`config.mk`:
```
export PLATFORM = sky130hd
export DESIGN_NAME = pattern_history_table
export DESIGN_NICKNAME = d
export VERILOG_FILES = /design/src/rtl/pattern_history_table.sv
export SDC_FILE = /design/constraint.sdc
export NUM_CORES = 1
export LEC_CHECK = 0
export ABC_AREA = 1
export ABC_CLOCK_PERIOD_IN_PS = 3400
export CORE_MARGIN = 2
export CORE_UTILIZATION = 53
export CTS_CLUSTER_SIZE = 28
export DETAILED_ROUTE_END_ITERATION = 8
export PLACE_DENSITY_LB_ADDON = 0.1
export RECOVER_POWER = 100
export SYNTH_ARGS = -nofsm -noshare
export SYNTH_HDL_FRONTEND = slang
export SYNTH_SLANG_ARGS = --single-unit
```
`constraint.sdc`:
```
create_clock -name clk -period 3.4 [get_ports clk]
set_clock_uncertainty 0.15 [all_clocks]
set_input_delay 0.51 -clock clk [delete_from_list [all_inputs] [get_ports clk]]
set_output_delay 0.51 -clock clk [all_outputs]
set_load 0.005 [all_outputs]
```
`src/rtl/pattern_history_table.sv`:
```
// Gshare pattern history table: 2-bit counters indexed by PC XOR global history,
// with a registered lookup port, an FSM-facing update port and GHR repair.
module pattern_history_table #(
    parameter int unsigned IDX_BITS   = 5,
    parameter int unsigned GHR_BITS   = 5,
    parameter logic [1:0]  INIT_STATE = 2'b01
) (
    input  logic                clk,
    input  logic                rst,
    input  logic                lookup_valid,
    input  logic [31:0]         lookup_pc,
    output logic                pred_valid,
    output logic                pred_taken,
    output logic [1:0]          pred_state,
    output logic [GHR_BITS-1:0] pred_ghr,
    input  logic                update_valid,
    input  logic [31:0]         update_pc,
    input  logic [GHR_BITS-1:0] update_ghr,
    input  logic                update_taken,
    input  logic                update_mispredict,
    output logic [1:0]          upd_cur_state,
    input  logic [1:0]          upd_next_state
);

    localparam int unsigned ENTRIES = 1 << IDX_BITS;

    logic [1:0]          pht [ENTRIES];
    logic [GHR_BITS-1:0] ghr;
    logic [IDX_BITS-1:0] lidx;
    logic [IDX_BITS-1:0] uidx;
    logic [1:0]          lookup_state_c;
    logic                repair_c;
    logic                unused_pc_bits;

    // Index hashing, write-to-lookup bypass and repair detection
    always_comb begin
        lidx           = lookup_pc[IDX_BITS+1:2] ^ IDX_BITS'(ghr);
        uidx           = update_pc[IDX_BITS+1:2] ^ IDX_BITS'(update_ghr);
        lookup_state_c = pht[lidx];
        if (update_valid && (uidx == lidx)) begin
            lookup_state_c = upd_next_state;
        end
        repair_c = update_valid && update_mispredict;
    end

    // Stored value only; the FSM must see the pre-write counter
    assign upd_cur_state = pht[uidx];

    assign unused_pc_bits = ^{lookup_pc[31:IDX_BITS+2], lookup_pc[1:0],
                              update_pc[31:IDX_BITS+2], update_pc[1:0]};

    // Counter storage; saturation policy lives in the downstream FSM
    always_ff @(posedge clk or posedge rst) begin
        if (rst) begin
            for (int unsigned i = 0; i < ENTRIES; i++) begin
                pht[i] <= INIT_STATE;
            end
        end else if (update_valid) begin
            pht[uidx] <= upd_next_state;
        end
    end

    // Prediction register and speculative history; repair squashes a same-cycle lookup
    always_ff @(posedge clk or posedge rst) begin
        if (rst) begin
            pred_valid <= 1'b0;
            pred_taken <= 1'b0;
            pred_state <= 2'b00;
            pred_ghr   <= '0;
            ghr        <= '0;
        end else begin
            if (lookup_valid && !repair_c) begin
                pred_valid <= 1'b1;
                pred_taken <= lookup_state_c[1];
                pred_state <= lookup_state_c;
                pred_ghr   <= ghr;
            end else begin
                pred_valid <= 1'b0;
            end

            if (repair_c) begin
                ghr <= GHR_BITS'({update_ghr, update_taken});
            end else if (lookup_valid) begin
                ghr <= GHR_BITS'({ghr, lookup_state_c[1]});
            end
        end
    end

endmodule

```
# == Word level (Yosys, flattened, before mapping) ==
# Index checks and enable logic that the tools add are counted.
# W data, S select, Z words.
# op_classes
div_mod_pow,0
n_shift,0
n_eq_ne,1
n_lt_le_gt_ge,3
mul,0
add_sub_neg,0
n_reduce_logical,6
bitwise_logic,4
n_mux,13
# op_table
op,n
$bwmux W64,1
$bmux W2 S5,2
$ge A6 B6 Y1 const B,2
$mux W2,6
$not A5 Y6,2
$demux W2 S5,1
$mux W5,2
$xor A5 B5 Y5,2
$lt A6 B1 Y1 const B,1
$eq A5 B5 Y1,1
$logic_and A1 B1 Y1,4
$reduce_bool A2 Y1,1
$logic_not A1 Y1,1
$mux W1,1
# word_totals
n_memories,0
mem_bits_rw,0
romBits,0
output_inout_bits,11
register_bits,78
latchBits,0

# == Depth between registers and ports, before layout ==
# Gate-level depths: netlist of the first run.
# logic_depth
word_depth,8
depth_mapped,13

# == Least setup slack after synthesis of the first run ==
# No wires, ideal clock.
# synth_path
path_type,input to output
from,input update_ghr[0]
to,output upd_cur_state[1]
required_time_ns,2.740
slack_ns,1.138
path_buffers,1
arrival_ns,1.602
cell_stages,12
cell_sequence,inv_1 > nand2_1 > nand2_4 > inv_2 > nor2_4 > buf_6 > a22oi_1 > nand2_1 > nand2_1 > nand2_1 > nor2_1 > nand2_1
# synth_via
elab_chain_len,5
# synth_lines
element,line_no,rtl
from (decl),18,"input logic [GHR_BITS-1:0] update_ghr,"
$xor A5 B5 Y5,38,uidx = update_pc[IDX_BITS+1:2] ^ IDX_BITS'(update_ghr);
$not A5 Y6 (implied by the code),47,assign upd_cur_state = pht[uidx];
$bmux W2 S5,47,
$mux W2 (implied by the code) (2 in series),47,
to (decl),21,"output logic [1:0] upd_cur_state,"
# No other way between the ends. The select of a mux whose other input is x is not followed.

# == Final worst setup path of the first run ==
# layout_path
from,input update_ghr[0]
to,output upd_cur_state[0]
# The elaborated chain is that of the path after synthesis.

==> results of run 1 <==
where the power goes:
| group | internal (mW) | total [mW] | switching [mW] | leakage (nW) |
|---|---|---|---|---|
| logic | 0.483 | 1.16 | 0.680 | 1.58 |
| clock network | 0.338 | 0.699 | 0.361 | 0.0923 |
| registers | 1.27 | 1.52 | 0.245 | 0.911 |
| total | 2.09 | 3.38 | 1.29 | 2.58 |
cell type report:
cell class              instances  area (sq um)  share of cell area
repair buffers                 60         595.6              0.1097
clock inverters                 6         63.81             0.01175
well taps                     108         135.1             0.02488
multi-input cells             456          2227              0.4101
clock buffers                  10         127.6             0.02350
flip-flops and latches         77          1967              0.3622
inverters                      81         314.1             0.05783
through the flow:
| stage | worst slack, ns | std cells | power [mW] |
|---|---|---|---|
| global placement | 0.03431 | 781 | 2.641 |
| detailed placement | 0.03826 | 781 | 2.694 |
| CTS | 0.03095 | 797 | 3.399 |
| finish | 0.1293 | 798 | 3.379 |
| global route | 0.004494 | 798 | 3.622 |
| floorplan | 0.8263 | 632 | 2.275 |
sequential cells by signal, summed over array words and instances, names as in the netlist:
| name | count |
|---|---|
| pred_ghr | 5 |
| pred_state | 1 |
| pred_taken | 1 |
| ghr | 5 |
| pht | 64 |
| pred_valid | 1 |
logic make-up (layout without fill, tap and decap cells):
logic type	count (synthesis)	count (layout)	synth area share
simple gates	344	344	0.3204
compound gates	102	102	0.1391
buf+inv	99	157	0.09308
flops	77	77	0.4229
xor+xnor	10	10	0.02448
layer usage:
layer / routed length (um) / GRT usage
met2: 6131 / 0.4658
met1: 5748 / 0.3876
met5: 0 / 0
met4: 366 / 0.1132
met3: 791 / 0.03813
placed cells by master, fill, tap and decap left out, drive strengths merged:
| cell | count |
|---|---|
| inv | 81 |
| dlymetal6s2s | 2 |
| nor3 | 4 |
| clkinvlp | 2 |
| clkdlybuf4s50 | 20 |
| buf | 22 |
| a22o | 1 |
| a21oi | 2 |
| o211ai | 1 |
| nand2 | 243 |
| dfstp | 32 |
| nand3b | 1 |
| xor2 | 3 |
| bufinv | 1 |
| clkbuf | 15 |
| a22oi | 32 |
| dfrtp | 45 |
| xnor2 | 7 |
| o21ai | 66 |
| dlygate4sd3 | 11 |
| clkinv | 3 |
| nor2 | 27 |
| nand3 | 69 |
path summary, 6_finish.rpt:
kind                            depth (start not counted)           from  slack, ns          endpoint
worst max-delay path                                   14  update_ghr[0]       0.13  upd_cur_state[0]
worst min-delay path                                    2    pred_ghr[1]       0.32       pred_ghr[1]
worst max register to register                         12         ghr[0]       0.51            ghr[0]
worst min register to register                          2    pred_ghr[1]       0.32       pred_ghr[1]
max in group asynchronous                               3            rst       0.58            pht[7]
min in group asynchronous                               2            rst       0.78           pht[51]
repair_timing:
item | in CTS | in global routing
setup endpoints to repair | 0 | 2
gates resized for setup | 0 | 6
buffers inserted | 0 | 1
worst max-delay path: cells and delay by family:
kind,cells,cell delay (ns)
AOI/OAI and AO/OA,1,0.18
buffers and inverters,5,1.24
and+or+nand+nor,8,0.68
==> run summary, run 1 <==
cts hold-fix bufs: 0
final period utilization: 0.9620
total die area: 9540 sq um
count of input and output buffers: 33
CTS Buf Count: 9
Worst Path Arrival: 2.61 ns
Commonest cells post-synth: nand2_1 (241), inv_1 (78), nand3_1 (69)
leakage power: 2.581 nW
cell-by-cell listing of the critical path: clkdlybuf4s50_1, inv_1, nand2_1, nand2_4, inv_4, nor2_4, buf_12, a22oi_1, nand2_1, nand2_1, nand2_1, nor2_1, nand2_1, clkdlybuf4s50_1
portion of the post-synthesis area used by sequential elements: 0.4229
largest net degree at the start of global routing: 45
aggregate routed wire length: 13040 um
Top Ports: 88
Worst-Margin Slew: 1.713 ns
Initial Util: 0.5412
most instantiated library cell after synthesis: nand2_1
worst-case headroom to the max-slew limit: -0.1508
max_cap viols: 2
Syn Std Cell Area: 4651 sq um
Std-Cell Rows: 34
Critical Path Max Stage Delay: 0.48 ns
Power Dens Cells: 622.3 nW/um^2
Layout fillers: 797
vertical extent of the die: 97.68 um
DP Area: 5278 sq um
endpoint type of the worst setup path: output port
ANT cells: 0
wire length of the first global-routing pass: 21550 um
CTS clk-pin slew, worst paths: 0.09 ns
post-layout util: 0.6319
setup TNS: 0 ns
latest clock arrival within the worst-skew pair: 0.35 ns
crit-path most repeated cell: nand2_1
Gate Count Post-Synth: 632
share of post-route cells with drive strength above 1: 0.1377
via count: 4368
leading register cell type out of synthesis: dfrtp_1
slowest stage cell on the critical path: clkdlybuf4s50_1
cell type contributing the most total cell area after synthesis: dfrtp_1
total number of clock tree sinks: 77
cell types with the largest area share after synthesis: dfrtp_1 (24%), nand2_1 (19%), dfstp_2 (18%)
Net Count, Synth: 709
Worst Hold Class: flop to flop
Min Clock Period, post-route: 3.271 ns
Final Setup Violations: 0
hold violation count in the final report: 0
setup repair after global routing missed its margin: false
data required time of the worst path: 2.74 ns
number of H-tree levels: 3
residual DRC count: 0
category of the critical setup timing path: input port to output port
First-pass DRT Iterations: 5
final-layout worst hold slack: 0.3197 ns
width of the die: 97.68 um
status: finished with violations
via count of the first global-routing pass: 4264
CTS Root Buffer Type: clkbuf_8
antenna violations before repair: 0
share of the synthesized area in the top cell type: 0.2421
maximum frequency from static timing analysis: 305.7 MHz
total global-route track usage: 0.2858
DRT antenna net count: 0
count of flip-flops with a built-in enable after synthesis: 0
max-slew violations: 18
CP startpoint kind: input port
number of synthesized register bits: 77
Vias per Instance: 5.474
maximum buffer depth of the clock tree: 2
Unique masters post-synth: 31
failing checks: max-capacitance violations, max-slew violations
net total in the final layout: 762
async set-or-reset flop fraction in the synthesized netlist: 1.000
clock tree from TritonCTS: yes
HPWL after DPL: 8850 um
Iter 0 DRT Violations: 319
standard cell core area: 8593 sq um
worst supply voltage drop on vdd: 0.0003703 V
total congestion overflow after global routing: 0
peak fanout along the critical path: 16
synthesis-to-finish area growth: 16.76%
Avg Synthesized Cell Area: 7.359 sq um
total non-filler cell area in the finished layout: 5430 sq um
routability congestion estimate from global placement: 0.8761
drt wl/cell: 16.34 um
Ys Warns: 0
No activity file was read; power rests on OpenSTA's default activity.
==> run 2, diff against run 1 <==
Settings changed: ABC_AREA 1 to not set, ABC_CLOCK_PERIOD_IN_PS 3400 to 2900, CORE_UTILIZATION 53 to 47, CTS_CLUSTER_DIAMETER set to 30.
Clock period 3.4 ns to 2.9 ns, I/O delays scaled along.
==> run summary, run 2 <==
ANT cells: 0 (unchanged)
share of the synthesized area in the top cell type: 0.2536 (+0.01146)
Syn Std Cell Area: 4441 sq um (-4.5%)
number of H-tree levels: 3 (unchanged)
antenna violations before repair: 0 (unchanged)
via count of the first global-routing pass: 3135 (-26%)
post-layout util: 0.5801 (-0.05178)
critical path's top delay family: buffers and inverters
number of synthesized register bits: 77 (unchanged)
Vias per Instance: 5.965 (+9.0%)
routability congestion estimate from global placement: 0.8292 (-5.4%)
Std-Cell Rows: 35 (+2.9%)
setup TNS: 0 ns (unchanged)
CP startpoint kind: input port
Power Dens Cells: 776.9 nW/um^2 (+25%)
CTS clk-pin slew, worst paths: 0.08 ns (about the same)
residual DRC count: 0 (unchanged)
width of the die: 101.2 um (+3.6%)
Gate Count Post-Synth: 336 (-47%)
Initial Util: 0.4829 (-0.05835)
DP Area: 5097 sq um (-3.4%)
Net Count, Synth: 413 (-42%)
total congestion overflow after global routing: 0 (unchanged)
synthesis-to-finish area growth: 20.15%
total non-filler cell area in the finished layout: 5335 sq um (-1.8%)
total placed cells including tap cells: 489 (-37%)
total number of clock tree sinks: 77 (unchanged)
share of post-route cells with drive strength above 1: 0.2670 (+0.1293)
max reg flops: 64 (unchanged)
most instantiated library cell after synthesis: mux2_1
non-filler cells, final: 508 (-36%)
setup repair after global routing missed its margin: true
latest clock arrival within the worst-skew pair: 0.35 ns (about the same)
vertical extent of the die: 101.2 um (+3.6%)
worst-case headroom to the max-slew limit: -0.2251 (-0.07434)
total die area: 10240 sq um (+7.3%)
net total in the final layout: 469 (-38%)
wire length of the first global-routing pass: 17610 um (-18%)
largest net degree at the start of global routing: 78 (+73%)
worst supply voltage drop on vdd: 0.0003927 V (+6.1%)
cell type contributing the most total cell area after synthesis: dfrtp_1
Unique masters post-synth: 41 (+32%)
largest registers: pht x64, ghr x5, pred_ghr x5
category of the critical setup timing path: input port to output port
leakage power: 2.228 nW (-14%)
drt wl/cell: 21.22 um (+30%)
status: finished with violations
standard cell core area: 9196 sq um (+7.0%)
max-slew violations: 78 (+60)
Critical Path Max Stage Delay: 0.51 ns (+0.03 ns)
total global-route track usage: 0.2315 (-0.05437)
Reg with most FFs: pht
aggregate routed wire length: 10780 um (-17%)
via count: 3030 (-31%)
slowest stage cell on the critical path: mux4_2
cell-by-cell listing of the critical path: dlygate4sd2_1, xnor2_2, buf_6, bufbuf_16, mux4_2, a22oi_2, nand4_1, buf_2
Top Ports: 88 (unchanged)
Iter 0 DRT Violations: 150 (-53%)
most frequent cells in the layout: mux2_1 (68), nor2_1 (48), dfrtp_1 (45)
failing checks: max-capacitance violations, max-slew violations
Commonest cells post-synth: mux2_1 (68), nor2_1 (48), dfrtp_1 (45)
data required time of the worst path: 2.32 ns (-0.42 ns)
First-pass DRT Iterations: 4 (-1)
final period utilization: 0.9802
leading register cell type out of synthesis: dfrtp_1
Worst Hold Class: flop to flop
count of input and output buffers: 33 (unchanged)
cts hold-fix bufs: 0 (unchanged)
maximum frequency from static timing analysis: 351.8 MHz
maximum buffer depth of the clock tree: 2 (unchanged)
most common cell after layout, fill and taps aside: mux2_1
Worst-Margin Slew: 1.838 ns (+0.1247 ns)
endpoint type of the worst setup path: output port
DRT antenna net count: 0 (unchanged)
Worst Path Buf+Inv: 4 (-1)
Min Clock Period, post-route: 2.843 ns
count of flip-flops with a built-in enable after synthesis: 0 (unchanged)
hold violation count in the final report: 0 (unchanged)
Avg Synthesized Cell Area: 13.22 sq um (+80%)
Ys Warns: 0 (unchanged)
async set-or-reset flop fraction in the synthesized netlist: 1.000 (unchanged)
peak fanout along the critical path: 8 (-8)
CTS Root Buffer Type: clkbuf_8
max_cap viols: 1 (-1)
Worst Path Arrival: 2.26 ns (-0.35 ns)
HPWL after DPL: 7732 um (-13%)
clock tree from TritonCTS: yes
CTS Buf Count: 9 (unchanged)
final-layout worst hold slack: 0.3408 ns (+0.02108 ns)
Final Setup Violations: 0 (unchanged)
portion of the post-synthesis area used by sequential elements: 0.4429 (+0.02002)
cell types with the largest area share after synthesis: dfrtp_1 (25%), dfstp_2 (19%), mux2_1 (17%)
-- run 2: changes by cell type after synthesis, sizes merged, moves of 3 or more --
cell / change
mux4: +31
nor2: +21
a22oi: -24
mux2i: +9
inv: -78
clkbuf: +5
nand3: -63
buf: -6
o21ai: -59
xnor2: +7
nand2: -226
mux2: +70
xor2: +3
-- run 2: kinds of logic after synthesis --
group	Yosys count	synth area share
multiplexers	110	0.3618
AND/OR/NAND/NOR	81	0.07777
flip-flops	77	0.4429
AO/OA/AOI/OAI	28	0.04114
XOR/XNOR	20	0.05466
buffers and inverters	20	0.02170
-- run 2: power breakdown --
| group | switching [mW] | internal [mW] | total, mW |
|---|---|---|---|
| Sequential | 0.292 | 1.53 | 1.82 |
| Clock | 0.397 | 0.556 | 0.953 |
| Combinational | 0.564 | 0.805 | 1.37 |
| Total | 1.25 | 2.89 | 4.14 |
-- run 2: metal layers --
layer / vias up / part of all wire / GRT usage
met1: 1542 / 0.45 / 0.3249
met4: 0 / 0.013 / 0.06133
met3: 11 / 0.069 / 0.05245
met2: 107 / 0.47 / 0.3678
li1: 1370 / - / -
met5: - / 0 / 0
-- run 2: cell type report --
type / instances / area [sq um]
fillers: 793 / 3861
inverters: 3 / 11.26
repair buffers: 62 / 576.8
flip-flops and latches: 77 / 1967
clock buffers: 13 / 168.9
clock inverters: 3 / 67.56
well taps: 111 / 138.9
multi-input cells: 239 / 2405
-- run 2: timing repair --
action / in CTS / in global routing
resized for setup: 17 / 2
setup endpoints to repair: 2 / 1
cloned: 2 / 0
pin swaps: 3 / 4
setup buffers: 1 / 0
-- run 2: final timing paths --
| path | cells after the start | slack (ns) | from | to |
|---|---|---|---|---|
| worst min-delay path | 1 | 0.34 | pred_ghr[4] | pred_ghr[4] |
| max in group asynchronous | 3 | 0.47 | rst | pht[39] |
| min in group asynchronous | 3 | 1.03 | rst | pht[57] |
| worst max register to register | 6 | 0.42 | ghr[2] | pred_state[0] |
| worst min register to register | 1 | 0.34 | pred_ghr[4] | pred_ghr[4] |
| worst max-delay path | 8 | 0.06 | update_ghr[0] | upd_cur_state[1] |
-- run 2: stage by stage --
stage	total power [mW]	setup WS [ns]
2_1_floorplan	2.672	0.3014
3_3_place_gp	3.202	-0.5447
3_5_place_dp	3.231	-0.6013
4_1_cts	4.201	0.06237
5_1_grt	4.377	-0.01995
6_report	4.145	0.05737
-- run 2: worst reg2reg max path, cell delays in order, from the launching register on --
cell and delay (ns):
dfrtp_1 0.52, xor2_2 0.44, mux4_1 0.61, mux2i_1 0.24, a22o_1 0.19, a31oi_1 0.04, a21o_1 0.19
